[src/rtl/dynamic_branch_predictor_if.sv]
// Fetch/execute bundle for the dynamic branch predictor.
// Fetch and training inputs, plus the combinational prediction.
interface dynamic_branch_predictor_if #(
  parameter int DATA_WIDTH = 32
);
  logic                  fetch_en;
  logic [DATA_WIDTH-1:0] RD;
  logic [DATA_WIDTH-1:0] PC_f;
  logic                  update_en;
  logic [DATA_WIDTH-1:0] update_pc;
  logic                  update_taken;
  logic [DATA_WIDTH-1:0] branch_target;
  logic                  predict_taken;

  modport master (
    output fetch_en,
    output RD,
    output PC_f,
    output update_en,
    output update_pc,
    output update_taken,
    input  branch_target,
    input  predict_taken
  );

  modport slave (
    input  fetch_en,
    input  RD,
    input  PC_f,
    input  update_en,
    input  update_pc,
    input  update_taken,
    output branch_target,
    output predict_taken
  );
endinterface

[src/rtl/dynamic_branch_predictor.sv]
// Fetch-stage predictor: saturating-counter BHT for branches,
// return-address stack for JALR returns, always-taken JAL.
module dynamic_branch_predictor #(
  parameter int DATA_WIDTH     = 32,
  parameter int BHT_INDEX_BITS = 6,
  parameter int CTR_BITS       = 2,
  parameter int RAS_DEPTH      = 4
) (
  input logic clk,
  input logic rst,
  dynamic_branch_predictor_if.slave bp
);
  localparam int BHT_N = 1 << BHT_INDEX_BITS;
  localparam int PW    = $clog2(RAS_DEPTH);
  localparam int CW    = PW + 1;

  localparam logic [CTR_BITS-1:0] CTR_INIT =
    CTR_BITS'((1 << (CTR_BITS - 1)) - 1);
  localparam logic [CTR_BITS-1:0] CTR_MAX  = '1;
  localparam logic [CW-1:0]       FULL     = CW'(RAS_DEPTH);

  logic [CTR_BITS-1:0]   bht [BHT_N];
  logic [DATA_WIDTH-1:0] ras [RAS_DEPTH];
  logic [PW-1:0]         ptr;
  logic [CW-1:0]         count;

  logic [6:0] opc;
  logic [4:0] rd;
  logic [4:0] rs1;
  logic       is_br;
  logic       is_jal;
  logic       is_jalr;
  logic       rd_link;
  logic       rs1_link;

  logic [BHT_INDEX_BITS-1:0] f_idx;
  logic [BHT_INDEX_BITS-1:0] u_idx;
  logic [CTR_BITS-1:0]       u_ctr;

  logic [PW-1:0]         top_idx;
  logic [DATA_WIDTH-1:0] ras_top;
  logic                  ras_nz;
  logic [DATA_WIDTH-1:0] pc4;
  logic [DATA_WIDTH-1:0] b_imm;
  logic [DATA_WIDTH-1:0] j_imm;
  logic                  do_push;
  logic                  do_pop;

  assign opc      = bp.RD[6:0];
  assign rd       = bp.RD[11:7];
  assign rs1      = bp.RD[19:15];
  assign is_br    = opc == 7'b1100011;
  assign is_jal   = opc == 7'b1101111;
  assign is_jalr  = opc == 7'b1100111;
  assign rd_link  = (rd == 5'd1) || (rd == 5'd5);
  assign rs1_link = (rs1 == 5'd1) || (rs1 == 5'd5);

  assign f_idx = bp.PC_f[BHT_INDEX_BITS+1:2];
  assign u_idx = bp.update_pc[BHT_INDEX_BITS+1:2];
  assign u_ctr = bht[u_idx];

  // ptr is the next free slot; the top lives one below it
  assign top_idx = ptr - 1'b1;
  assign ras_top = ras[top_idx];
  assign ras_nz  = count != '0;
  assign pc4     = bp.PC_f + DATA_WIDTH'(4);

  assign b_imm = {{(DATA_WIDTH-12){bp.RD[31]}},
                  bp.RD[7], bp.RD[30:25],
                  bp.RD[11:8], 1'b0};
  assign j_imm = {{(DATA_WIDTH-20){bp.RD[31]}},
                  bp.RD[19:12], bp.RD[20],
                  bp.RD[30:21], 1'b0};

  always_comb begin
    bp.predict_taken = 1'b0;
    bp.branch_target = pc4;
    unique case (1'b1)
      is_br: begin
        bp.branch_target = bp.PC_f + b_imm;
        bp.predict_taken = bht[f_idx][CTR_BITS-1];
      end
      is_jal: begin
        bp.branch_target = bp.PC_f + j_imm;
        bp.predict_taken = 1'b1;
      end
      is_jalr: begin
        if (rs1_link && ras_nz) begin
          bp.branch_target = ras_top;
          bp.predict_taken = 1'b1;
        end
      end
      default: ;
    endcase
  end

  // rd==rs1 link means a plain call, not a coroutine swap
  always_comb begin
    do_push = 1'b0;
    do_pop  = 1'b0;
    if (bp.fetch_en) begin
      if (is_jal) do_push = rd_link;
      if (is_jalr) begin
        do_push = rd_link;
        do_pop  = rs1_link &&
                  (!rd_link || rd != rs1);
      end
    end
  end

  always_ff @(posedge clk or posedge rst) begin
    if (rst) begin
      for (int i = 0; i < BHT_N; i++)
        bht[i] <= CTR_INIT;
      for (int i = 0; i < RAS_DEPTH; i++)
        ras[i] <= '0;
      ptr   <= '0;
      count <= '0;
    end else begin
      if (bp.update_en) begin
        if (bp.update_taken) begin
          if (u_ctr != CTR_MAX)
            bht[u_idx] <= u_ctr + 1'b1;
        end else begin
          if (u_ctr != '0)
            bht[u_idx] <= u_ctr - 1'b1;
        end
      end
      if (do_pop && ras_nz && do_push) begin
        ras[top_idx] <= pc4;
      end else if (do_push) begin
        ras[ptr] <= pc4;
        ptr      <= ptr + 1'b1;
        if (count != FULL)
          count <= count + 1'b1;
      end else if (do_pop && ras_nz) begin
        ptr   <= ptr - 1'b1;
        count <= count - 1'b1;
      end
    end
  end
endmodule

[src/flat_wrapper.sv]
// flat-port wrapper written by rule: the top's interface ports become plain ports
module dynamic_branch_predictor_flat 
#(
  parameter int DATA_WIDTH     = 32,
  parameter int BHT_INDEX_BITS = 6,
  parameter int CTR_BITS       = 2,
  parameter int RAS_DEPTH      = 4
)
  (clk, rst, bp_fetch_en, bp_RD, bp_PC_f, bp_update_en, bp_update_pc, bp_update_taken, bp_branch_target, bp_predict_taken);
  dynamic_branch_predictor_if #(.DATA_WIDTH(DATA_WIDTH)) bp_i ();
  input logic clk;
  input logic rst;
  input wire logic [$bits(bp_i.fetch_en)-1:0] bp_fetch_en;
  input wire logic [$bits(bp_i.RD)-1:0] bp_RD;
  input wire logic [$bits(bp_i.PC_f)-1:0] bp_PC_f;
  input wire logic [$bits(bp_i.update_en)-1:0] bp_update_en;
  input wire logic [$bits(bp_i.update_pc)-1:0] bp_update_pc;
  input wire logic [$bits(bp_i.update_taken)-1:0] bp_update_taken;
  output wire logic [$bits(bp_i.branch_target)-1:0] bp_branch_target;
  output wire logic [$bits(bp_i.predict_taken)-1:0] bp_predict_taken;
  assign bp_i.fetch_en = bp_fetch_en;
  assign bp_i.RD = bp_RD;
  assign bp_i.PC_f = bp_PC_f;
  assign bp_i.update_en = bp_update_en;
  assign bp_i.update_pc = bp_update_pc;
  assign bp_i.update_taken = bp_update_taken;
  assign bp_branch_target = bp_i.branch_target;
  assign bp_predict_taken = bp_i.predict_taken;
  dynamic_branch_predictor #(.DATA_WIDTH(DATA_WIDTH), .BHT_INDEX_BITS(BHT_INDEX_BITS), .CTR_BITS(CTR_BITS), .RAS_DEPTH(RAS_DEPTH)) u_core (.clk(clk), .rst(rst), .bp(bp_i));
endmodule
[config.mk]
export PLATFORM = sky130hd
export DESIGN_NAME = dynamic_branch_predictor_flat
export DESIGN_NICKNAME = d
export VERILOG_FILES = /design/src/rtl/dynamic_branch_predictor_if.sv /design/src/rtl/dynamic_branch_predictor.sv /design/src/flat_wrapper.sv
export SDC_FILE = /design/constraint.sdc
export NUM_CORES = 1
export LEC_CHECK = 0
export ABC_CLOCK_PERIOD_IN_PS = 12800
export CORE_AREA = 2 2 239 241
export DETAILED_ROUTE_END_ITERATION = 10
export DIE_AREA = 0 0 241 243
export HOLD_SLACK_MARGIN = 0.02
export PLACE_DENSITY = 0.53
export SLEW_MARGIN = 40
export SYNTH_ARGS = -nofsm -noshare
export SYNTH_HDL_FRONTEND = slang
export SYNTH_SLANG_ARGS = --single-unit
export TNS_END_PERCENT = 1
[constraint.sdc]
create_clock -name clk -period 12.8 [get_ports clk]
set_input_delay 1.92 -clock clk [delete_from_list [all_inputs] [get_ports clk]]
set_output_delay 1.92 -clock clk [all_outputs]
set_load 0.05 [all_outputs]
==> key figures <==
Logic synthesis
  • Top area cells in the synthesized netlist: dfrtp_1 (32%), mux2_2 (12%), dfstp_2 (11%), mux4_2 (9.2%), a21oi_1 (4.7%)
  • Seq/Total Area, Yosys: 42.64%
  • Top cell type's share of synthesized area: 31.80%
  • Syn avg cell area: 10.59 um^2
  • Syn. warnings: 0
  • Post-synth EDFFs: 0
  • Net count after synthesis: 1607
  • Yosys cell types: 65
  • Synth area leader: dfrtp_1
  • Post-Syn Area: 15500 um^2
  • Number of synthesized register bits: 261
  • Post-synthesis instance total: 1464
  • Ys async rst share: 100.0%
  • Synth Flop Type: dfrtp_1

Timing
  • Worst setup margin: 3.622 ns
  • Slew margin rel.: 41.64%
  • Tcrit/Tclk final: 71.71%
  • Final min period: 9.178 ns
  • Final setup TNS: 0 ns
  • Finish-stage setup viols: 0
  • Hold Violations, Final: 0
  • Clock Skews: 0.01676 ns
  • Max-slew violation count: 0
  • Achievable Freq: 109.0 MHz
  • Worst-Margin Slew: 0.8722 ns
  • RSZ-0062 raised after global routing: no

Die
  • Die W: 241 um
  • Die area: 58560 um^2
  • Die height: 243 um
  • Initial core utilization: 27.71%
  • Core area: 55950 um^2
  • Row count: 87
  • IO Count: 134

Routing
  • Wl on met1: 21300 um
  • Wire length per cell: 20.61 um
  • Met3 Wirelength: 2287 um
  • DRC: 0
  • DRT antenna net count: 0
  • Met2 wire len: 23040 um
  • WL final: 47650 um
  • Vias per cell: 5.206
  • Drt pass-1 iters: 7
  • First DRT Iteration DRCs: 823
  • DR vias: 12040
  • Highest metal layer with signal wires: met4

Place
  • Post-DP HPWL: 34230 um
  • Post-Place Cell Area: 17380 um^2
  • Setup WS pre-CTS: 3.552 ns
  • I/O Buffers: 107
  • GPL Wtd Cong: 0.9169
  • # placed instances: 2260

Clock tree
  • Clk pin slew, worst setup/hold paths: 0.06 ns
  • TritonCTS clock tree: built
  • Post-CTS setup buffers: 0
  • CTS Sinks: 261
  • Bufs on Longest Clock Path: 3
  • Post_cts resized: 0
  • Cts bufs inserted: 29
  • Root Driver: clkbuf_16
  • CTS H-tree lvls: 1
  • Post-CTS Hold Buffers: 0
  • Worst-Skew Late Latency: 0.57 ns

Final layout
  • Non-filler cells, final: 2312
  • Layout cells sized above 1: 24.94%
  • Multi-input gate area: 8473 um^2
  • Reg area: 6613 um^2
  • Fillers: 5764
  • Post-layout net count: 1678
  • Ant diodes: 0
  • Area delta synth->final: 18.53%
  • Commonest non-fill, non-tap cell in the layout: dfrtp_1
  • Design area: 18380 um^2
  • Commonest non-fill, non-tap cells in the layout: dfrtp_1 (196), nor2_1 (171), mux2_2 (168)

Min path
  • Hold Path Class: reg2reg

Power
  • Maximum vdd drop: 0.09140 mV
  • Pwr Density: 123.7 nW/um^2
  • LEAKAGE: 7.567 nW

Worst setup path
  • CP cell instances: clkdlybuf4s50_1, nor2b_1, and4_1, nand3_1, mux2_2, ha_1, inv_1, fa_1, nor2b_1, o21ai_0, a21oi_1, a221o_1, a21oi_1, or4_1, nand4b_1, clkdlybuf4s50_1
  • Crit path max fanout: 14
  • CP arrival: 7.26 ns
  • CP max stage cell: clkdlybuf4s50_1
  • Max stage delay on crit path: 0.82 ns
  • CP Data Required Time: 10.88 ns
  • CP Launch Type: primary input
  • Worst Setup End Kind: output pin
  • Critical path type: in2out

GRT
  • Largest net degree at the start of global routing: 125
  • Antenna violations before repair: 0
  • Gr usage total: 16.12%
  • Vias in the first global route: 12280
  • Grt total ovfl: 0
  • First-pass GRT wire length: 73620 um

Run status
  • Status: finished clean

Flow run
  • Max-Cap Viols: 0
final timing paths:
| path | startpoint | endpoint | slack, ns | cells past startpoint |
|---|---|---|---|---|
| min in group asynchronous | rst | u_core.ras[42] | 1.91 | 2 |
| max | bp_RD[5] | bp_branch_target[27] | 3.62 | 16 |
| max in group asynchronous | rst | u_core.bht[93] | 9.74 | 3 |
| min reg2reg | u_core.ras[35] | u_core.ras[35] | 0.50 | 1 |
| max reg2reg | flip-flop | u_core.bht[117] | 8.54 | 14 |
| min | u_core.ras[35] | u_core.ras[35] | 0.50 | 1 |
power by group:
part	switching [mW]	leakage (nW)	internal [mW]
Sequential	0.0450	3.37	0.921
Clock	0.350	0.500	0.527
Combinational	0.242	3.70	0.189
Total	0.637	7.57	1.64
through the flow:
stage / hold WS [ns] / utilization (%) / total power [mW]
floorplan: 0.4752 / - / 1.259
global placement: 0.4841 / 30.98 / 1.399
detailed placement: 0.4915 / 31.06 / 1.410
CTS: 0.5057 / 32.84 / 2.296
global route: 0.5114 / 32.84 / 2.372
finish: 0.5030 / 32.84 / 2.274
synth_stat cells, types with 18 or more instances:
| library cell | n |
|---|---|
| clkbuf_1 | 46 |
| nor3_1 | 18 |
| a21oi_1 | 145 |
| o21ai_0 | 46 |
| ha_1 | 40 |
| nand2_1 | 123 |
| o221ai_1 | 21 |
| a221oi_1 | 21 |
| dfrtp_1 | 197 |
| buf_2 | 25 |
| nand4_1 | 18 |
| nor2_1 | 172 |
| xor2_1 | 30 |
| dfstp_2 | 64 |
| nand3_1 | 37 |
| mux4_2 | 63 |
| inv_1 | 23 |
| xnor2_1 | 26 |
| mux2_2 | 168 |
layout make-up:
class / count / share of cell area [%]
Clock buffer: 38 / 4.460
Timing Repair Buffer: 130 / 6.754
Inverter: 26 / 0.5992
Sequential cell: 261 / 35.98
Clock inverter: 14 / 0.9464
Multi-Input combinational cell: 1087 / 46.11
Tap cell: 756 / 5.147
cells by family after synthesis:
kind of cell    synth area share (%)
xor+xnor                       3.164
compound gates                 12.92
fa+ha+maj                      3.486
flops                          42.64
simple gates                   12.23
buf+inv                        3.357
mux                            22.19
per-layer routing:
metal | up-vias | GRT usage [%]
met3 | 76 | 2.138
met4 | 0 | 3.486
li1 | 5539 | -
met2 | 316 | 27.20
met5 | - | 0
met1 | 6105 | 21.91
worst max-delay path: cells and delay by family:
kind	cells	cell delay (ns)
fa+ha+maj	2	0.56
mux	1	0.45
simple gates	6	1.84
compound gates	4	1.16
buf+inv	3	1.31
Power figures use the tool's default switching activity.
